### config.mk
export PLATFORM = sky130hd
export DESIGN_NAME = fetch32_flat
export DESIGN_NICKNAME = d
export VERILOG_FILES = /design/src/rtl/fetch32_if.sv /design/src/rtl/fetch32.sv /design/src/flat_wrapper.sv
export SDC_FILE = /design/constraint.sdc
export NUM_CORES = 1
export LEC_CHECK = 0
export CORE_MARGIN = 3
export CORE_UTILIZATION = 51
export DETAILED_ROUTE_END_ITERATION = 10
export PLACE_DENSITY = 0.83
export SYNTH_ARGS = -nofsm -noshare
export SYNTH_HDL_FRONTEND = slang
export SYNTH_SLANG_ARGS = --single-unit
### constraint.sdc
create_clock -name clk -period 4.1 [get_ports clk]
set_input_delay 0.82 -clock clk [delete_from_list [all_inputs] [get_ports clk]]
set_output_delay 0.82 -clock clk [all_outputs]
set_load 0.01 [all_outputs]
### src/rtl/fetch32_if.sv
// Fetch-stage bus bundle: memory read port, instruction handoff to the core, and redirect input.
// master = fetch32 side; slave = memory/core side.
interface fetch32_if;
    logic        mem_req;
    logic [31:0] mem_addr;
    logic        mem_ack;
    logic [31:0] mem_rdata;
    logic        op_valid;
    logic [31:0] op;
    logic [31:0] op_pc;
    logic        op_ready;
    logic        redir;
    logic [31:0] redir_pc;

    modport master (
        output mem_req, mem_addr, op_valid, op, op_pc,
        input  mem_ack, mem_rdata, op_ready, redir, redir_pc
    );

    modport slave (
        input  mem_req, mem_addr, op_valid, op, op_pc,
        output mem_ack, mem_rdata, op_ready, redir, redir_pc
    );
endinterface

### src/rtl/fetch32.sv
// Sequential instruction fetch into a QDEPTH-entry prefetch queue; transfer to op_valid is 1 cycle.
// Core backpressure fills the queue and then fetching stalls; redirect flushes and drops any in-flight read.
module fetch32 #(
    parameter int          QDEPTH   = 4,
    parameter logic [31:0] RESET_PC = 32'h0000_0000
) (
    input logic       clk,
    input logic       reset,
    fetch32_if.master bus
);
    localparam int PW = $clog2(QDEPTH);
    localparam int CW = PW + 1;

    typedef enum logic [1:0] {IDLE, FETCH, DRAIN} state_t;

    typedef struct packed {
        logic [31:0] pc;
        logic [31:0] dat;
    } entry_t;

    state_t        state_q, state_d;
    logic [31:0]   pc_q, pc_d;
    logic [31:0]   addr_q, addr_d;
    logic [PW-1:0] head_q, head_d;
    logic [PW-1:0] tail_q, tail_d;
    logic [CW-1:0] count_q, count_d;
    logic          op_valid_q, op_valid_d;
    entry_t        op_q, op_d;
    entry_t        queue_q [QDEPTH];

    logic   mem_req;
    logic   xfer;
    logic   push;
    logic   pop;
    entry_t push_ent;

    assign mem_req  = (state_q != IDLE);
    assign xfer     = mem_req && bus.mem_ack;
    assign push     = (state_q == FETCH) && xfer && !bus.redir;
    assign pop      = op_valid_q && bus.op_ready && !bus.redir;
    assign push_ent = '{pc: addr_q, dat: bus.mem_rdata};

    // addr_q is latched at request issue so a redirect cannot disturb an in-flight address.
    always_comb begin
        state_d = state_q;
        pc_d    = pc_q;
        addr_d  = addr_q;
        case (state_q)
            IDLE: begin
                if (!bus.redir && count_q < CW'(QDEPTH)) begin
                    state_d = FETCH;
                    addr_d  = pc_q;
                end
            end
            FETCH: begin
                if (xfer)
                    state_d = IDLE;
                else if (bus.redir)
                    state_d = DRAIN;
            end
            DRAIN: begin
                if (xfer)
                    state_d = IDLE;
            end
            default: state_d = IDLE;
        endcase
        if (push)
            pc_d = pc_q + 32'd4;
        if (bus.redir)
            pc_d = bus.redir_pc & 32'hFFFF_FFFC;
    end

    always_comb begin
        head_d  = head_q;
        tail_d  = tail_q;
        count_d = count_q;
        op_d    = op_q;
        if (bus.redir) begin
            head_d  = '0;
            tail_d  = '0;
            count_d = '0;
        end else begin
            if (push)
                tail_d = tail_q + PW'(1);
            if (pop)
                head_d = head_q + PW'(1);
            count_d = count_q + CW'(push) - CW'(pop);
        end
        op_valid_d = (count_d != '0);
        // A push into a queue that is empty after this cycle's pop must bypass storage.
        if (op_valid_d)
            op_d = (push && count_q == CW'(pop)) ? push_ent : queue_q[head_d];
    end

    always_ff @(posedge clk) begin
        if (push)
            queue_q[tail_q] <= push_ent;
    end

    always_ff @(posedge clk or posedge reset) begin
        if (reset) begin
            state_q    <= IDLE;
            pc_q       <= RESET_PC;
            addr_q     <= RESET_PC;
            head_q     <= '0;
            tail_q     <= '0;
            count_q    <= '0;
            op_valid_q <= 1'b0;
            op_q       <= '0;
        end else begin
            state_q    <= state_d;
            pc_q       <= pc_d;
            addr_q     <= addr_d;
            head_q     <= head_d;
            tail_q     <= tail_d;
            count_q    <= count_d;
            op_valid_q <= op_valid_d;
            op_q       <= op_d;
        end
    end

    assign bus.mem_req  = mem_req;
    assign bus.mem_addr = addr_q;
    assign bus.op_valid = op_valid_q;
    assign bus.op       = op_q.dat;
    assign bus.op_pc    = op_q.pc;
endmodule

### src/flat_wrapper.sv
// flat-port wrapper written by rule: the top's interface ports become plain ports
module fetch32_flat 
#(
    parameter int          QDEPTH   = 4,
    parameter logic [31:0] RESET_PC = 32'h0000_0000
)
  (clk, reset, bus_mem_req, bus_mem_addr, bus_op_valid, bus_op, bus_op_pc, bus_mem_ack, bus_mem_rdata, bus_op_ready, bus_redir, bus_redir_pc);
  fetch32_if bus_i ();
  input logic clk;
  input logic reset;
  output wire logic [$bits(bus_i.mem_req)-1:0] bus_mem_req;
  output wire logic [$bits(bus_i.mem_addr)-1:0] bus_mem_addr;
  output wire logic [$bits(bus_i.op_valid)-1:0] bus_op_valid;
  output wire logic [$bits(bus_i.op)-1:0] bus_op;
  output wire logic [$bits(bus_i.op_pc)-1:0] bus_op_pc;
  input wire logic [$bits(bus_i.mem_ack)-1:0] bus_mem_ack;
  input wire logic [$bits(bus_i.mem_rdata)-1:0] bus_mem_rdata;
  input wire logic [$bits(bus_i.op_ready)-1:0] bus_op_ready;
  input wire logic [$bits(bus_i.redir)-1:0] bus_redir;
  input wire logic [$bits(bus_i.redir_pc)-1:0] bus_redir_pc;
  assign bus_mem_req = bus_i.mem_req;
  assign bus_mem_addr = bus_i.mem_addr;
  assign bus_op_valid = bus_i.op_valid;
  assign bus_op = bus_i.op;
  assign bus_op_pc = bus_i.op_pc;
  assign bus_i.mem_ack = bus_mem_ack;
  assign bus_i.mem_rdata = bus_mem_rdata;
  assign bus_i.op_ready = bus_op_ready;
  assign bus_i.redir = bus_redir;
  assign bus_i.redir_pc = bus_redir_pc;
  fetch32 #(.QDEPTH(QDEPTH), .RESET_PC(RESET_PC)) u_core (.clk(clk), .reset(reset), .bus(bus_i));
endmodule
==> impl_metrics.ini, run 1 <==
[sta]
finalSetupViolations = 0
rsz0062_at_grt = false
fmax_mhz = 288
timing.final.crit_share_pct = 84.6
minimum_clock_period_after_layout_ns = 3.47
max_slew_margin_pct = 45.9
fin_setup_tns_ns = 0
report.final.hold_viol_count = 0
finalMaxSlewViolations = 0
final.setup_skew_ns = 0.0192
worst-slew-pin-transition_ns = 0.810

[final_layout]
n_fill_cell = 2060
layout.nets = 1125
insertedDiodeCount = 0
layout.cells.most_common_list = edfxtp_1, clkdlybuf4s50_1, dfrtp_1, and3_1, a221o_1
layout.cells.most_common = edfxtp_1
syn_to_final_growth_pct = 21.5
drive_above_1_share_pct = 12.7

[global_route]
initial_antenna_violation_count = 0
first_global_vias = 9156
grt-ovfl-total = 0
grt_pass1_wl_mm = 53.0
groute.usage.overall_pct = 20.5
grt_max_degree = 44

[cts]
cts_made_buffers = 39
post_cts_resized = 0
cts_hold_buffers = 0
cts_post_setup_buffers_inserted = 0
clk_buf_depth = 3
clock_insertion_delay_worst_skew_ns = 0.52
clock_tree.htree_level_count = 2
tritoncts = built
numClockSinks = 380
cts_root_buffer = clkbuf_16
path_clk_slew_ns = 0.06

[synthesis]
synthCells = 878
edff_count_synth = 248
yosysTopAreaCell = edfxtp_1
yosys.cell_types.count = 50
synth_async_sr_flop_share_pct = 34.7
synth.top_cells.by_area = edfxtp_1, dfrtp_1, mux4_1
postSynthRegisterBits = 380
yosysWarningCount = 0
post_synth_top_area_share_pct = 47.9
synth_ff_type = edfxtp_1
synthesis.area_um2 = 15500
postSynthAreaPerCell_um2 = 17.7
seq_area_frac_synth_pct = 69.2

[power]
irDropWorstVdd_uv = 299
p_seq_share_pct = 45.7
power.combinational.fraction_pct = 25.0
reported_leakage_power_nw = 7.10
p_clk_share_pct = 29.3
pwr_dens_nw_per_um2 = 629
internal_power_mw = 8.57
finalPower_mw = 11.9
total_switching_power_mw = 3.30
p_sw_share_pct = 27.8

[die]
placement_rows = 63
area_of_the_core_um2 = 29800
starting_density_of_the_core_pct = 52.1
chipHeight_um = 181
die_width_um = 181
die-area_um2 = 32600
floorplan.io_pins = 167

[detailed_routing]
detail_route.wl_per_cell_um = 22.9
route.detailed.vias_per_inst = 6.07
drtAntennaViolNets = 0
route.detailed.drc = 0
drt-pass1-iter-count = 5
route.final.wire_length_mm = 33.7
detail_route.iter0.violations = 726
dr_total_vias = 8918

[critical_path]
worstPathMaxFanout = 31
worst_ep_arrival_time_ns = 3.85
critPathKind = in2reg
critPathCaptureType = register
critical_path_required_ns = 4.48
slack_of_the_worst_reg_to_reg_path_ns = 1.04
type_of_origin_of_the_critical_path = input pin

[hold_path]
min_path_type = reg2reg

[placed_design]
gp_congestion = 0.810
hpwlAfterDp_mm = 20.9
place.port_buffers = 160

[run]
timing.max_cap.violations = 0

[status]
run_status = finished, final reports clean
==> worst paths after layout <==
| kind | start | to | depth (start not counted) |
|---|---|---|---|
| max in group asynchronous | reset | u_core.bus.op[23] | 3 |
| min in group asynchronous | reset | u_core.pc_q[20] | 2 |
| worst max register to register | u_core.bus.op_valid | u_core.bus.op_pc[3] | 13 |
| worst min register to register | u_core.bus.op[24] | u_core.bus.op[24] | 1 |
| worst min-delay path | u_core.bus.op[24] | u_core.bus.op[24] | 1 |
| worst max-delay path | bus_op_ready | u_core.bus.op_pc[3] | 14 |
==> stage by stage <==
| stage | cells | hold WS (ns) | area (um^2) | setup WS (ns) | utilization (%) |
|---|---|---|---|---|---|
| detailed placement | 1397 | 0.500 | 17600 | 0.106 | 59.0 |
| global placement | 1397 | 0.483 | 17600 | 0.164 | 59.0 |
| global route | 1468 | 0.525 | 18900 | 0.437 | 63.3 |
| finish | 1468 | 0.507 | 18900 | 0.632 | 63.3 |
| floorplan | 881 | 0.469 | 15500 | 0.423 | - |
| CTS | 1468 | 0.514 | 18900 | 0.620 | 63.3 |
==> cell type report <==
class,instances,area [um^2],area share (%)
inverter,13,52.6,0.278
clock inverter,14,118,0.623
timing repair buffer,190,1950,10.3
clock buffer,57,1170,6.18
sequential,380,10800,57.0
multi-input combinational,424,4350,23.0
tap,390,488,2.59
==> routing by layer <==
metal  up-vias  part of all wire [%]  global-route usage (%)
met2       293                    51                    34.7
met4         0                   2.2                    5.50
met3        55                   5.5                    3.73
li1       3951                     -                       -
met1      4619                    41                    27.8
met5         -                     0                       0
==> state kept, by name, summed over array words and instances (netlist names) <==
name and count:
u_core.tail_q 2, u_core.bus.op 32, u_core.bus.op_valid 1, u_core.bus.op_pc 30, u_core.head_q 2, u_core.count_q 3, u_core.queue_q 248, u_core.state_q 2
u_core.pc_q 30, u_core.bus.mem_addr 30
==> synthesized netlist by cell type (2+ instances only) <==
library cell / count
mux2_2: 32
dfrtp_1: 132
or2_2: 2
a221o_1: 63
inv_1: 12
or4_1: 12
nand3_2: 2
nor3_1: 3
o21ai_0: 11
nand2_1: 28
a31oi_1: 14
and4_1: 8
o311ai_0: 4
mux4_1: 62
nor2_1: 29
clkbuf_1: 17
ha_1: 7
nand4_1: 12
buf_6: 19
edfxtp_1: 248
a21oi_1: 2
buf_2: 19
nand3_1: 14
xor2_1: 5
o31ai_1: 12
and3_1: 69
buf_4: 7
and2_1: 7
xnor2_1: 4
nor2b_1: 2
==> power groups by stage <==
stage	sequential, mW	clock [mW]	combinational, mW
final	5.43	3.47	2.97
after global routing	5.51	3.70	3.16
after CTS	5.43	3.53	3.01
after detailed placement	5.50	0	2.99
after global placement	5.46	0	2.90
after floorplan	5.48	0	1.38
==> logic make-up after synthesis <==
group	after synthesis	share of synthesized area (%)
other	1	0.0241
DFF	380	69.2
buffers and inverters	77	3.11
muxes	96	13.0
adders and majority gates	8	0.693
and+or+nand+nor	194	7.10
xor gates and xnor gates	10	0.652
AOI/OAI and AO/OA	112	6.19
==> critical path, stage by stage <==
cell and delay [ns]:
clkdlybuf4s50_1 0.50, nand2_2 0.09, nor2_1 0.15, ha_1 0.27, inv_1 0.07, ha_1 0.13, inv_1 0.05, fa_1 0.36
xnor3_1 0.28, a31o_4 0.20, buf_4 0.32, nor2_4 0.10, buf_12 0.19, a221o_1 0.33
Power figures use the tool's default switching activity.
==> run 2: changes to the inputs <==
--- a/config.mk
+++ b/config.mk
@@ -6,9 +6,9 @@
 export NUM_CORES = 1
 export LEC_CHECK = 0
 export CORE_MARGIN = 3
-export CORE_UTILIZATION = 51
+export CORE_UTILIZATION = 55
 export DETAILED_ROUTE_END_ITERATION = 10
-export PLACE_DENSITY = 0.83
+export PLACE_DENSITY = 0.85
 export SYNTH_ARGS = -nofsm -noshare
 export SYNTH_HDL_FRONTEND = slang
 export SYNTH_SLANG_ARGS = --single-unit
==> constraint.sdc (replaced) <==
create_clock -name clk -period 3.35 [get_ports clk]
set_input_delay 0.67 -clock clk [delete_from_list [all_inputs] [get_ports clk]]
set_output_delay 0.67 -clock clk [all_outputs]
set_load 0.01 [all_outputs]
==> run 2 against run 1 <==
Compared with the run above: die area shrank 7.0%; register-to-register slack got worse by 0.65 ns; setup slack worse by 0.46 ns; combinational power up 28%; utilization rose by 6.3 points; critical path type unchanged; highest routed layer unchanged.
==> impl_metrics.ini, run 2 (same netlist as run 1, synthesis figures left out) <==
[power]
p_sw_share_pct = 28.3
p_clk_share_pct = 28.4
pwr_dens_nw_per_um2 = 767
internal_power_mw = 10.5
power.combinational.fraction_pct = 26.0
finalPower_mw = 14.6
total_switching_power_mw = 4.13
reported_leakage_power_nw = 7.16
irDropWorstVdd_uv = 390
p_seq_share_pct = 45.6

[placed_design]
placedCellCount = 1390
placement.cell_area_um2 = 17800
place.port_buffers = 160
place_ws_ns = -0.402
hpwlAfterDp_mm = 20.8
gp_congestion = 0.838

[detailed_routing]
drtAntennaViolNets = 0
wl_met2_mm = 17.5
route.detailed.drc = 0
wl_met3_mm = 2.09
route.final.wire_length_mm = 34.3
routedLengthMet1_mm = 14.2
dr_total_vias = 8948
top_signal_layer_used = met4
detail_route.iter0.violations = 822
detail_route.wl_per_cell_um = 23.5
route.detailed.vias_per_inst = 6.12
drt-pass1-iter-count = 7

[critical_path]
critPathCaptureType = register
critical_path_required_ns = 3.73
worstReg2RegEnd = u_core.bus.op_pc[8]
worst_case_reg_to_reg_path_depth = 13
slack_of_the_worst_reg_to_reg_path_ns = 0.39
critPathKind = in2reg
worst_ep_arrival_time_ns = 3.56
regToRegStartpoint = u_core.bus.op_valid
type_of_origin_of_the_critical_path = input pin
worstPathMaxFanout = 27

[final_layout]
layout.cells.most_common = edfxtp_1
registers.top_by_ff_count = u_core.queue_q
drive_above_1_share_pct = 13.1
final_util_pct = 69.6
finish.cell_count_without_fillers = 1461
insertedDiodeCount = 0
max_reg_flops = 248
layout.cells.most_common_list = edfxtp_1, clkdlybuf4s50_1, dfrtp_1, and3_1, a221o_1
n_fill_cell = 1696
stdcell_area_um2 = 19000
layout.nets = 1136
syn_to_final_growth_pct = 22.5

[cts]
clock_insertion_delay_worst_skew_ns = 0.53
tritoncts = built
numClockSinks = 380
cts_root_buffer = clkbuf_16
clock_tree.htree_level_count = 2
clk_buf_depth = 3
path_clk_slew_ns = 0.06
cts_made_buffers = 39

[sta]
fmax_mhz = 315
final.setup_skew_ns = 0.0238
max_slew_margin_pct = 46.7
rsz0062_at_grt = false
finalSetupViolations = 0
hold-worst-slack_ns = 0.509
timing.final.crit_share_pct = 94.8
report.final.hold_viol_count = 0
setup_ws_ns = 0.174
worst-slew-pin-transition_ns = 0.800
fin_setup_tns_ns = 0
finalMaxSlewViolations = 0
minimum_clock_period_after_layout_ns = 3.18

[hold_path]
whs_endpoint = u_core.bus.op[5]
hp-start = u_core.bus.op[5]
min_delay_path_depth = 1
min_path_type = reg2reg

[global_route]
grt_pass1_wl_mm = 53.7
grt_max_degree = 133
grt-ovfl-total = 0
initial_antenna_violation_count = 0
groute.usage.overall_pct = 22.7
first_global_vias = 9221

[die]
die_width_um = 174
floorplan.io_pins = 167
starting_density_of_the_core_pct = 56.8
area_of_the_core_um2 = 27300
die-area_um2 = 30300
placement_rows = 60
chipHeight_um = 174

[status]
run_status = finished, final reports clean

[run]
timing.max_cap.violations = 0
[run 2: cell count changes in the layout (fill, tap and decap cells not counted)]
cell	change
buf_12	+12
clkbuf_8	-7
clkinv_1	+5
clkbuf_16	-2
clkinv_8	+2
clkinvlp_4	+2
buf_4	-1
bufinv_16	+1
clkinv_4	-1
[run 2: worst max-delay path by stage]
| stage | start | to | slack [ns] | cells after the start |
|---|---|---|---|---|
| floorplan | bus_redir | u_core.bus.op_pc[28] | 0.02 | 16 |
| global placement | bus_op_ready | u_core.bus.op[30] | -0.30 | 14 |
| detailed placement | bus_op_ready | u_core.bus.op_pc[8] | -0.40 | 14 |
| CTS | bus_op_ready | u_core.bus.op_pc[8] | 0.12 | 14 |
| global route | bus_op_ready | u_core.bus.op_pc[6] | 0.05 | 14 |
| finish | bus_op_ready | u_core.bus.op_pc[8] | 0.17 | 14 |
[run 2: metal layers]
| layer | vias up | GRT usage (%) |
|---|---|---|
| met5 | - | 0 |
| met1 | 4609 | 31.4 |
| met3 | 39 | 3.56 |
| met2 | 331 | 38.5 |
| li1 | 3969 | - |
| met4 | 0 | 5.16 |
[run 2: cell type report]
class / count / area (um^2) / share of cell area, %
Clock buffer: 48 / 1020 / 5.36
Clock inverter: 23 / 205 / 1.08
Sequential cell: 380 / 10800 / 56.5
Tap cell: 372 / 465 / 2.45
Multi-Input combinational cell: 424 / 4350 / 22.8
Inverter: 13 / 52.6 / 0.276
Timing Repair Buffer: 201 / 2180 / 11.5
[run 2: critical path: stages]
cell,delay [ns]
clkdlybuf4s50_1,0.50
nand2_2,0.09
nor2_1,0.15
ha_1,0.27
inv_1,0.06
ha_1,0.15
inv_1,0.05
fa_1,0.37
xnor3_1,0.26
a31o_4,0.24
inv_2,0.10
buf_12,0.17
and3_1,0.18
a221o_1,0.27
[run 2: power groups by stage]
stage	Sequential (mW)	Combinational [mW]	Clock, mW
3_3_place_gp	6.68	3.65	0
6_report	6.65	3.80	4.14
2_1_floorplan	6.70	1.69	0
3_5_place_dp	6.73	3.76	0
4_1_cts	6.64	3.82	4.21
5_1_grt	6.75	4.02	4.40
[run 2: timing repair]
item	in CTS	in global routing
setup endpoints to repair	0	4
buffers inserted	0	0
hold buffers	0	0
resized for setup	0	1
